$ cat src/rtl/param_register_file.sv
// ---------------------------------------------------------------------------
// param_register_file
//
// Parameterised register file with:
//   * NUM_REGS stored general registers R0..R(NUM_REGS-1),
//   * a virtual PC slot at address PC_IDX = 2^ADDR_W-1,
//   * two registered read ports and one write port,
//   * a 4-bit N,Z,C,V status flag register,
//   * a two-state CLEAR/READY FSM that zeroes one register per cycle after
//     reset or on a soft clear request.
//
// Reading PC_IDX returns the R15 input (PC+8) sampled at the read edge.
// Writing PC_IDX stores nothing; it raises pc_we for one cycle with pc_wd
// holding the written value. Addresses between NUM_REGS and PC_IDX-1 read
// as zero, and writes to them are dropped. The legal range is
// 1 <= NUM_REGS <= PC_IDX.
//
// Optional feature (compile-time macro REGFILE_BYPASS_EN):
//   A READY-state write to a stored register is forwarded to a read port
//   that addresses the same register at the same edge. Without the macro,
//   such a read returns the old contents and no forwarding logic exists.
//
// Ports:
//   clk        in   clock, rising edge
//   rst        in   asynchronous reset, active-high
//   clr_req    in   soft clear request (honoured in READY only)
//   A1, A2     in   read addresses, ports 1 and 2
//   A3         in   write address
//   WD3        in   write data
//   WE3        in   write enable
//   R15        in   PC+8 value returned for reads of PC_IDX
//   flags_we   in   status flag write enable
//   flags_in   in   N,Z,C,V flags to store
//   RD1, RD2   out  registered read data (1-cycle latency)
//   pc_we      out  one-cycle pulse: write to PC_IDX accepted
//   pc_wd      out  data of the last accepted PC write
//   flags_out  out  stored status flags
//   ready      out  1 = READY state, accesses accepted
// ---------------------------------------------------------------------------
module param_register_file #(
   parameter int DATA_W   = 32,
   parameter int ADDR_W   = 4,
   parameter int NUM_REGS = 15
) (
   input  logic              clk,
   input  logic              rst,
   input  logic              clr_req,
   input  logic [ADDR_W-1:0] A1,
   input  logic [ADDR_W-1:0] A2,
   input  logic [ADDR_W-1:0] A3,
   input  logic [DATA_W-1:0] WD3,
   input  logic              WE3,
   input  logic [DATA_W-1:0] R15,
   input  logic              flags_we,
   input  logic [3:0]        flags_in,
   output logic [DATA_W-1:0] RD1,
   output logic [DATA_W-1:0] RD2,
   output logic              pc_we,
   output logic [DATA_W-1:0] pc_wd,
   output logic [3:0]        flags_out,
   output logic              ready
);

   typedef enum logic {
      CLEAR = 1'b0,
      READY = 1'b1
   } state_t;

   localparam logic [ADDR_W-1:0] PC_IDX   = '1;
   localparam logic [ADDR_W-1:0] LAST_CNT = ADDR_W'(NUM_REGS - 1);

   state_t            state;
   logic [ADDR_W-1:0] cnt;
   logic [DATA_W-1:0] regs [NUM_REGS];

   logic              wr_en;
   logic              pc_wr;
   logic [DATA_W-1:0] rd1_next;
   logic [DATA_W-1:0] rd2_next;

   // An access is accepted only in READY and not on the edge that starts a
   // soft clear; the clear sequence owns the array from that edge onward.
   always_comb begin
      wr_en = (state == READY) && !clr_req && WE3;
      pc_wr = wr_en && (A3 == PC_IDX);
   end

`ifdef REGFILE_BYPASS_EN
   logic a3_is_reg;

   always_comb begin
      a3_is_reg = 1'b0;
      for (int unsigned i = 0; i < NUM_REGS; i++) begin
         if (A3 == ADDR_W'(i)) a3_is_reg = 1'b1;
      end
   end
`endif

   // Read muxes. Addresses are matched against each stored index so that
   // gap addresses fall through to zero without an out-of-range array index.
   always_comb begin
      rd1_next = '0;
      rd2_next = '0;
      for (int unsigned i = 0; i < NUM_REGS; i++) begin
         if (A1 == ADDR_W'(i)) rd1_next = regs[i];
         if (A2 == ADDR_W'(i)) rd2_next = regs[i];
      end
      if (A1 == PC_IDX) rd1_next = R15;
      if (A2 == PC_IDX) rd2_next = R15;
`ifdef REGFILE_BYPASS_EN
      if (wr_en && a3_is_reg && (A1 == A3)) rd1_next = WD3;
      if (wr_en && a3_is_reg && (A2 == A3)) rd2_next = WD3;
`endif
   end

   // Register array: no reset, zeroed one entry per cycle while in CLEAR.
   always_ff @(posedge clk) begin
      for (int unsigned i = 0; i < NUM_REGS; i++) begin
         if (state == CLEAR) begin
            if (cnt == ADDR_W'(i)) regs[i] <= '0;
         end else if (wr_en && (A3 == ADDR_W'(i))) begin
            regs[i] <= WD3;
         end
      end
   end

   // Control FSM with registered outputs.
   always_ff @(posedge clk or posedge rst) begin
      if (rst) begin
         state     <= CLEAR;
         cnt       <= '0;
         RD1       <= '0;
         RD2       <= '0;
         pc_we     <= 1'b0;
         pc_wd     <= '0;
         flags_out <= '0;
         ready     <= 1'b0;
      end else begin
         case (state)
            CLEAR: begin
               RD1   <= '0;
               RD2   <= '0;
               pc_we <= 1'b0;
               // The final clear edge also raises ready; accesses presented
               // on it are still treated as CLEAR-state accesses.
               if (cnt == LAST_CNT) begin
                  state <= READY;
                  ready <= 1'b1;
                  cnt   <= '0;
               end else begin
                  cnt <= cnt + ADDR_W'(1);
               end
            end
            READY: begin
               if (clr_req) begin
                  state     <= CLEAR;
                  cnt       <= '0;
                  flags_out <= '0;
                  ready     <= 1'b0;
                  RD1       <= '0;
                  RD2       <= '0;
                  pc_we     <= 1'b0;
               end else begin
                  RD1   <= rd1_next;
                  RD2   <= rd2_next;
                  pc_we <= pc_wr;
                  if (pc_wr)    pc_wd     <= WD3;
                  if (flags_we) flags_out <= flags_in;
               end
            end
            default: begin
               state <= CLEAR;
               cnt   <= '0;
               ready <= 1'b0;
            end
         endcase
      end
   end

endmodule

$ cat config.mk
export PLATFORM = sky130hd
export DESIGN_NAME = param_register_file
export DESIGN_NICKNAME = d
export VERILOG_FILES = /design/src/rtl/param_register_file.sv
export SDC_FILE = /design/constraint.sdc
export NUM_CORES = 1
export LEC_CHECK = 0
export ABC_AREA = 1
export CELL_PAD_IN_SITES_DETAIL_PLACEMENT = 1
export CELL_PAD_IN_SITES_GLOBAL_PLACEMENT = 1
export CORE_MARGIN = 5
export CORE_UTILIZATION = 39
export DETAILED_ROUTE_END_ITERATION = 6
export PLACE_DENSITY_LB_ADDON = 0.05
export SLEW_MARGIN = 40
export SYNTH_ARGS = -nofsm -noshare
export SYNTH_HDL_FRONTEND = slang
export SYNTH_SLANG_ARGS = --single-unit
$ cat constraint.sdc
create_clock -name clk -period 3.95 [get_ports clk]
set_input_delay 0.5925 -clock clk [delete_from_list [all_inputs] [get_ports clk]]
set_output_delay 0.5925 -clock clk [all_outputs]
set_load 0.05 [all_outputs]
==> results of run 1 <==
-- worst paths after layout --
kind	to	slack, ps	depth (start not counted)
worst max-delay path	RD1[1]	860	12
worst min-delay path	flags_out[2]	380	2
worst max register to register	regs[0][3]	1130	4
worst min register to register	pc_wd[6]	490	2
max in group asynchronous	RD1[8]	2720	3
min in group clk	pc_wd[6]	490	2
-- worst max-delay path, delay by kind of cell --
family | cells | cell delay (ps)
AND/OR/NAND/NOR | 7 | 1590
buffers and inverters | 5 | 1400
-- sequential cells by signal, indices dropped and copies added (netlist names) --
name	count
RD1	32
RD2	32
cnt	4
flags_out	4
pc_wd	32
pc_we	1
ready	1
regs	480
state	1
-- layer usage --
layer | vias up | GRT usage (%) | routed length (um)
met1 | 12800 | 32.2 | 43000
met3 | 234 | 3.02 | 4350
met5 | - | 0 | 0
li1 | 11400 | - | -
met2 | 635 | 50.8 | 58300
met4 | 0 | 10.0 | 4070
-- cells by family after synthesis --
group                  count (synthesis)
DFF                                  587
buffers and inverters                492
AOI/OAI and AO/OA                    202
and+or+nand+nor                     2149
-- cell usage after synthesis --
library cell,count,area share [%]
dfrtp_1,107,9.3
inv_2,4,0.052
buf_2,19,0.33
and2_1,1,0.022
o21ai_1,7,0.12
nor3_2,1,0.035
or2_2,33,0.72
or2_0,6,0.13
o22ai_1,1,0.022
nand2_2,1,0.022
nor2_1,810,11
edfxtp_1,480,50
buf_4,1,0.026
o21ai_0,153,2.7
o21bai_1,2,0.052
clkinv_1,4,0.052
nand4_1,180,3.9
buf_1,2,0.026
clkbuf_1,180,2.3
nor3_1,2,0.035
o31ai_1,4,0.10
inv_1,282,3.7
nand3_1,166,2.9
nor2_2,5,0.11
nand2_1,944,12
a21oi_1,35,0.61
-- stage by stage --
stage	setup WS (ps)	cells	instance area, um^2	utilization (%)
finish	857	4599	34400	46.9
CTS	908	4596	34300	46.9
global placement	375	4463	32100	43.8
floorplan	343	3430	28800	-
detailed placement	251	4466	32100	43.9
global route	707	4597	34300	46.9
-- cell type report --
type,count,area share [%]
diodes,2,0.0146
clock buffers,105,5.94
clock inverters,25,0.524
inverters,290,3.18
multi-input cells,2351,29.3
flip-flops and latches,587,49.8
well taps,959,3.49
repair buffers,280,7.82
-- report_power, final --
| part | leakage [nW] | internal (W) | total [W] | switching [W] |
|---|---|---|---|---|
| logic | 7.38 | 0.000828 | 0.00329 | 0.00246 |
| registers | 5.48 | 0.00805 | 0.00862 | 0.000569 |
| clock network | 1.09 | 0.00371 | 0.00633 | 0.00262 |
==> results by group, run 1 <==
Status
  • Status: finished, final reports clean

Drt
  • Drt drc: 0
  • Average vias per placed instance: 5.46
  • ANT nets after route: 0
  • Initial DRC count: 1763
  • TritonRoute pass-1 iters: 5
  • Via Count: 25100
  • WL per Instance: 23.8 um
  • Routed WL: 110 mm

Floorplan
  • Die ar.: 79500 um^2
  • Die width: 282 um
  • Initial core utilization: 39.4%
  • Chip height: 282 um
  • Top-level I/O count: 187
  • Std-Cell Rows: 99
  • Core area: 73200 um^2

Global routing
  • GRT overflow: 0
  • Largest net degree at the start of global routing: 66
  • First-pass GRT wire length: 163 mm
  • Number of global-route vias before repair: 27400
  • GR Util All Layers: 27.2%
  • Initial antenna violation count: 0

Setup path
  • Crit end category: register
  • Crit-path max cell delay: 580 ps
  • Crit path top cell by count: nor2_1
  • Arr. time, crit path: 3590 ps
  • Worst path cell trace: clkdlybuf4s50_1 > inv_2 > nor2_1 > buf_4 > inv_1 > nor2_1 > inv_2 > or2_2 > nand2_1 > nand4_1 > nor2_1 > nor2_1
  • Crit path kind: primary input to register
  • Cell at the slowest stage of the critical path: nor2_1
  • Critical Path Source: A1[1]
  • CP startpoint kind: primary input
  • Reg-to-reg startpoint: state
  • Worst Path Required: 4450 ps
  • Largest fanout on the critical path: 36

Finish
  • Most frequent cells in the layout: 943 x nand2_1, 792 x nor2_1, 480 x edfxtp_1
  • Area Growth Syn to Fin: 19.1%
  • Nets@finish: 3665
  • Register area: 17100 um^2
  • Layout filler cell count: 8595
  • Area of the multi-input gates: 10100 um^2
  • Share of cells above drive strength 1: 7.28%
  • Most common cell after layout, fill and taps aside: nand2_1

STA
  • Final Setup Violations: 0
  • Final setup TNS: 0 ps
  • Worst Skew: 29.2 ps
  • RSZ-0062 raised after global routing: no
  • Final Hold Fails: 0
  • Tcrit/Tclk final: 78.3%
  • Fmax: 323 MHz
  • Slew Limit Headroom: 42.0%
  • Final Critical Period: 3090 ps
  • Final Max Slew Viols: 0
  • Worst slew pin tran: 869 ps
  • WHS: 376 ps

CTS
  • Longest Clk Path Bufs: 3
  • Cts hold-fix bufs: 0
  • TritonCTS buffer count: 70
  • Clock transition at path regs: 60 ps
  • CTS tree: yes
  • CTS HTree Levels: 3
  • Post-CTS Setup Bufs: 0
  • Clk_lat worst skew: 620 ps
  • Cts repair resizes: 0
  • Clock root buffer: clkbuf_16
  • Total clock sinks: 587

Logic synthesis
  • Simple-Gate Fraction of Synth Area: 30.7%
  • Syn Inst Count: 3430
  • Mapped Nets: 3515
  • Post-Synth XOR/XNOR Area: 0%
  • Register area share after synthesis: 59.3%
  • Multiplexer share of the synthesized area: 0%
  • Yosys cell types: 26
  • Syn avg cell area: 8.41 um^2
  • Number of synthesized register bits: 587
  • Main combinational cell family by area after synthesis: simple AND/OR/NAND/NOR gates
  • Synth Area in Adders: 0%
  • Synth warnings: 0
  • Synth Area in Compound Gates: 3.56%
  • Mapped Area: 28800 um^2

Power
  • Pleak: 13.9 nW
  • Power per cell area: 531 nW/um^2
  • Peak supply drop: 0.457 mV
  • Power Total: 0.0182 W

Hold path
  • Hold WC Path Type: primary input to async pin

Placed design
  • DP Wirelength: 76.6 mm
  • I/O Buffers: 186
  • Routability cong.: 0.869

Flow run
  • Max-cap violations: 0
Note: power is estimated with default switching activity, not from simulation.
==> run 2, diff against run 1 <==
==> constraint.sdc (replaced) <==
create_clock -name clk -period 3.2 [get_ports clk]
set_input_delay 0.48 -clock clk [delete_from_list [all_inputs] [get_ports clk]]
set_output_delay 0.48 -clock clk [all_outputs]
set_load 0.05 [all_outputs]
==> run 2 against run 1 <==
  * Flip-flop and latch count did not move
  * Global-route usage fell by 0.096 points
  * Register-to-register slack got worse by 320 ps
  * Sequential share of layout area fell by 1.0 points
  * Sequential power rose by 23%
  * Hold slack got worse by 150 ps
  * Critical path type unchanged
  * Largest power group unchanged
==> results by group, run 2 (synthesis gave the netlist of run 1 again) <==
Placed design
  • I/O Buffers: 186
  • DP Wirelength: 78.0 mm
  • Routability cong.: 0.895
  • DP Cell Count: 4518
  • Placement-stage worst setup slack: 54.7 ps

Power
  • Pleak: 14.3 nW
  • Power per cell area: 638 nW/um^2
  • Peak supply drop: 0.611 mV

CTS
  • Clock root buffer: clkbuf_16
  • Cts hold-fix bufs: 0
  • CTS HTree Levels: 3
  • Total clock sinks: 587
  • Post-CTS Setup Bufs: 0
  • TritonCTS buffer count: 69
  • Clock transition at path regs: 60 ps
  • Clk_lat worst skew: 610 ps
  • Cts repair resizes: 0
  • Longest Clk Path Bufs: 3
  • CTS tree: yes

Floorplan
  • Initial core utilization: 39.4%
  • Chip height: 282 um
  • Core area: 73200 um^2
  • Die ar.: 79500 um^2
  • Top-level I/O count: 187
  • Std-Cell Rows: 99
  • Die width: 282 um

Finish
  • Area Growth Syn to Fin: 21.6%
  • Share of cells above drive strength 1: 8.45%
  • Final Util: 47.9%
  • Most frequent cells in the layout: 943 x nand2_1, 794 x nor2_1, 480 x edfxtp_1
  • Nets@finish: 3715
  • Final Instance Count excl. Fillers: 4642
  • Max reg flops: 480
  • Most common cell after layout, fill and taps aside: nand2_1
  • Top reg by flops: regs

STA
  • Final Critical Period: 2620 ps
  • RSZ-0062 raised after global routing: no
  • Final Setup Violations: 0
  • Final Hold Fails: 0
  • Setup ws final: 577 ps
  • Tcrit/Tclk final: 82.0%
  • Final setup TNS: 0 ps
  • Worst slew pin tran: 862 ps
  • Fmax: 381 MHz
  • Worst Skew: 19.8 ps
  • Slew Limit Headroom: 42.5%
  • Final Max Slew Viols: 0

Drt
  • TritonRoute pass-1 iters: 5
  • Via Count: 25100
  • ANT nets after route: 0
  • Routed WL: 109 mm
  • Initial DRC count: 1613
  • Average vias per placed instance: 5.40
  • WL per Instance: 23.5 um
  • Drt drc: 0

Hold path
  • Hold WC Path Type: primary input to async pin

Flow run
  • Max-cap violations: 0

Global routing
  • Largest net degree at the start of global routing: 66
  • GRT overflow: 0
  • Initial antenna violation count: 3
  • GR Util All Layers: 27.1%
  • First-pass GRT wire length: 163 mm
  • Number of global-route vias before repair: 27300

Setup path
  • Worst path cell trace: clkdlybuf4s50_1 > inv_1 > nor2_1 > nand2_1 > inv_1 > buf_4 > nand2_1 > nand4_1 > nand2_1 > nand4_1 > nor2_1 > nand4_1 > nor2_1 > nor2_1
  • Crit-path leading delay family: simple AND/OR/NAND/NOR gates
  • Worst r2r dst: regs[0][4]
  • Crit-path max cell delay: 540 ps
  • CP Buf/Inv Count: 4
  • Worst r2r path cells: 10
  • Arr. time, crit path: 3110 ps
  • Crit end category: register
  • Crit path kind: primary input to register
  • Worst Path Required: 3680 ps
  • Largest fanout on the critical path: 11
  • Crit path top cell by count: nor2_1
  • Reg-to-reg startpoint: state
  • CP startpoint kind: primary input
  • R2r setup slk: 810 ps
  • Cell at the slowest stage of the critical path: clkdlybuf4s50_1

Status
  • Status: finished, final reports clean
==> run 2: cell types whose count changed in the layout (fill, tap and decap cells not counted), moves of 3 or more <==
cell / previous run / this run
buf_12: 7 / 46
buf_4: 83 / 99
buf_8: 4 / 0
clkinv_1: 15 / 12
clkinv_2: 10 / 7
clkinvlp_4: 0 / 3
==> run 2: how the worst max path moves through the flow <==
stage          startpoint           end  cells after the start
2_1_floorplan       state  regs[1][100]                      4
3_3_place_gp        A1[0]        RD1[4]                     14
3_5_place_dp        A2[2]        RD2[3]                     14
4_1_cts             A2[2]        RD2[3]                     14
5_1_grt             A2[0]       RD2[22]                     15
6_report            A2[2]        RD2[3]                     14
==> run 2: cell type report <==
type                    instances  area (um^2)
clock buffers                 102         2000
flip-flops and latches        587        17100
clock inverters                20          118
well taps                     959         1200
fillers                      8457        38100
repair buffers                331         3530
diodes                          2         5.00
multi-input cells            2351        10000
inverters                     290         1090
==> run 2: through the flow <==
stage                     cell area [um^2]  hold WS, ps  power, W
after floorplan                      28900          543    0.0128
after global placement               32900          466    0.0149
after detailed placement             33000          477    0.0150
after CTS                            35100          201    0.0226
after global routing                 35100          230    0.0233
final                                35100          226    0.0224
==> run 2: metal layers <==
metal,wire length [um],GRT usage (%)
met1,43100,32.2
met2,57900,51.0
met3,4090,2.62
met4,3800,9.65
met5,0,0
==> run 2: power breakdown <==
part	total, W	switching (W)	leakage, nW	internal, W
clock	0.00754	0.00322	1.03	0.00432
combinational	0.00422	0.00304	7.75	0.00118
sequential	0.0106	0.000696	5.48	0.00993
==> run 2: worst register-to-register path: cells and delay by family (launching register included) <==
kind / cells / cell delay, ps
compound gates: 1 / 180
simple gates: 4 / 550
flops: 1 / 380
buf+inv: 5 / 960
==> run 3, diff against run 2 <==
==> constraint.sdc (replaced) <==
create_clock -name clk -period 2.1 [get_ports clk]
set_input_delay 0.315 -clock clk [delete_from_list [all_inputs] [get_ports clk]]
set_output_delay 0.315 -clock clk [all_outputs]
set_load 0.05 [all_outputs]
==> run 3 against run 2 <==
  * Setup slack worse by 530 ps
  * First-iteration DRC count is 18% higher
  * Highest routed layer unchanged
  * Via count is 4.4% higher
  * Routed wire length is 2.5% higher
  * Critical endpoint is now RD1[5]
  * Largest cell class unchanged
  * Register-to-register slack worse by 720 ps
==> results by group, run 3 (synthesis gave the netlist of run 1 again) <==
Setup path
  • Cell at the slowest stage of the critical path: clkdlybuf4s50_1
  • Crit end category: primary output
  • Reg-to-reg startpoint: state
  • Worst r2r path cells: 9
  • Worst r2r dst: regs[0][55]
  • CP startpoint kind: register
  • Crit-path leading delay family: buffers and inverters
  • Largest fanout on the critical path: 1
  • Worst path cell trace: clkdlybuf4s50_1
  • CP Buf/Inv Count: 1
  • Worst Path Required: 1780 ps
  • Crit-path max cell delay: 810 ps
  • Arr. time, crit path: 1740 ps
  • R2r setup slk: 90 ps
  • Worst path depth: 1
  • Crit path kind: register to primary output

Placed design
  • Routability cong.: 0.912
  • DP Wirelength: 81.9 mm
  • DP Area: 34800 um^2
  • I/O Buffers: 186

Power
  • Power Total: 0.0359 W
  • Pleak: 16.0 nW
  • Power per cell area: 960 nW/um^2
  • Peak supply drop: 0.926 mV

STA
  • Final Hold Fails: 0
  • RSZ-0062 raised after global routing: no
  • Fmax: 486 MHz
  • WHS: 279 ps
  • Final Critical Period: 2060 ps
  • Tcrit/Tclk final: 98.0%
  • Final Max Slew Viols: 0
  • Slew Limit Headroom: 64.2%
  • Final setup TNS: 0 ps
  • Worst Skew: 17.8 ps
  • Worst slew pin tran: 539 ps
  • Final Setup Violations: 0

Hold path
  • Hold endpoint: flags_out[0]
  • Hold Startpoint: flags_in[0]
  • WHS Path Cells: 3
  • Hold WC Path Type: primary input to register

Finish
  • Area Growth Syn to Fin: 29.6%
  • Finished Cell Area: 37400 um^2
  • Share of cells above drive strength 1: 14.1%
  • Layout filler cell count: 8489
  • Top reg by flops: regs
  • Most frequent cells in the layout: 938 x nand2_1, 780 x nor2_1, 480 x edfxtp_1
  • Nets@finish: 3918
  • Most common cell after layout, fill and taps aside: nand2_1
  • Max reg flops: 480

CTS
  • Clock root buffer: clkbuf_16
  • Total clock sinks: 587
  • CTS tree: yes
  • Clock transition at path regs: 60 ps
  • Longest Clk Path Bufs: 3
  • TritonCTS buffer count: 71
  • Clk_lat worst skew: 610 ps
  • CTS HTree Levels: 3

Drt
  • Via Count: 26200
  • Routed WL: 112 mm
  • ANT nets after route: 0
  • Initial DRC count: 1903
  • Drt drc: 0
  • TritonRoute pass-1 iters: 5
  • Average vias per placed instance: 5.40
  • WL per Instance: 23.0 um

Floorplan
  • Top-level I/O count: 187
  • Core area: 73200 um^2
  • Die ar.: 79500 um^2
  • Chip height: 282 um
  • Initial core utilization: 39.4%
  • Std-Cell Rows: 99
  • Die width: 282 um

Global routing
  • GRT overflow: 0
  • Largest net degree at the start of global routing: 66
  • GR Util All Layers: 27.6%
  • First-pass GRT wire length: 167 mm
  • Number of global-route vias before repair: 28400
  • Initial antenna violation count: 2

Status
  • Status: finished, final reports clean

Flow run
  • Max-cap violations: 0
[run 3: layout make-up]
| cell class | count | area (um^2) | share of cell area [%] |
|---|---|---|---|
| multi-input cells | 2351 | 10100 | 27.1 |
| inverters | 290 | 1090 | 2.92 |
| flip-flops and latches | 587 | 17100 | 45.7 |
| diodes | 1 | 2.50 | 0.00669 |
| clock buffers | 97 | 2050 | 5.49 |
| repair buffers | 532 | 5470 | 14.6 |
| well taps | 959 | 1200 | 3.21 |
| clock inverters | 35 | 333 | 0.890 |
[run 3: what timing repair did]
| action | 4_1_cts | 5_1_grt |
|---|---|---|
| setup endpoints to repair | 119 | 90 |
| pin swaps | 5 | 16 |
| hold endpoints to repair | 9 | 0 |
| cloned | 0 | 4 |
| gates resized for setup | 91 | 24 |
| setup buffers | 0 | 5 |
| hold buffers | 1 | 0 |
[run 3: metrics by stage]
| stage | std cells | setup slack (ps) | util [%] |
|---|---|---|---|
| after floorplan | 3430 | -679 | - |
| after global placement | 4710 | -793 | 47.6 |
| after detailed placement | 4710 | -868 | 47.6 |
| after CTS | 4842 | 0.310 | 50.7 |
| after global routing | 4851 | 0.105 | 51.1 |
| final | 4852 | 42.1 | 51.1 |
[run 3: per-layer routing]
metal  part of all wire, %  track usage, %  vias to the layer above  wire, um
li1                      -               -                    11900         -
met5                     0               0                        -         0
met2                    53            51.3                      646     58900
met3                   3.9            2.70                      228      4400
met4                   3.8            10.5                        0      4260
met1                    39            33.1                    13400     44000
[run 3: worst max-delay path by stage]
stage	end	startpoint
floorplan	regs[1][100]	state
global placement	RD2[26]	A2[3]
detailed placement	RD2[26]	A2[3]
CTS	RD1[5]	RD1[5]
global route	regs[0][100]	state
finish	RD1[5]	RD1[5]
[run 3: power by group]
group          internal (W)  total, W  switching, W
Clock               0.00759    0.0127       0.00508
Combinational       0.00215   0.00698       0.00484
Sequential           0.0151    0.0162       0.00110
Total                0.0249    0.0359        0.0110
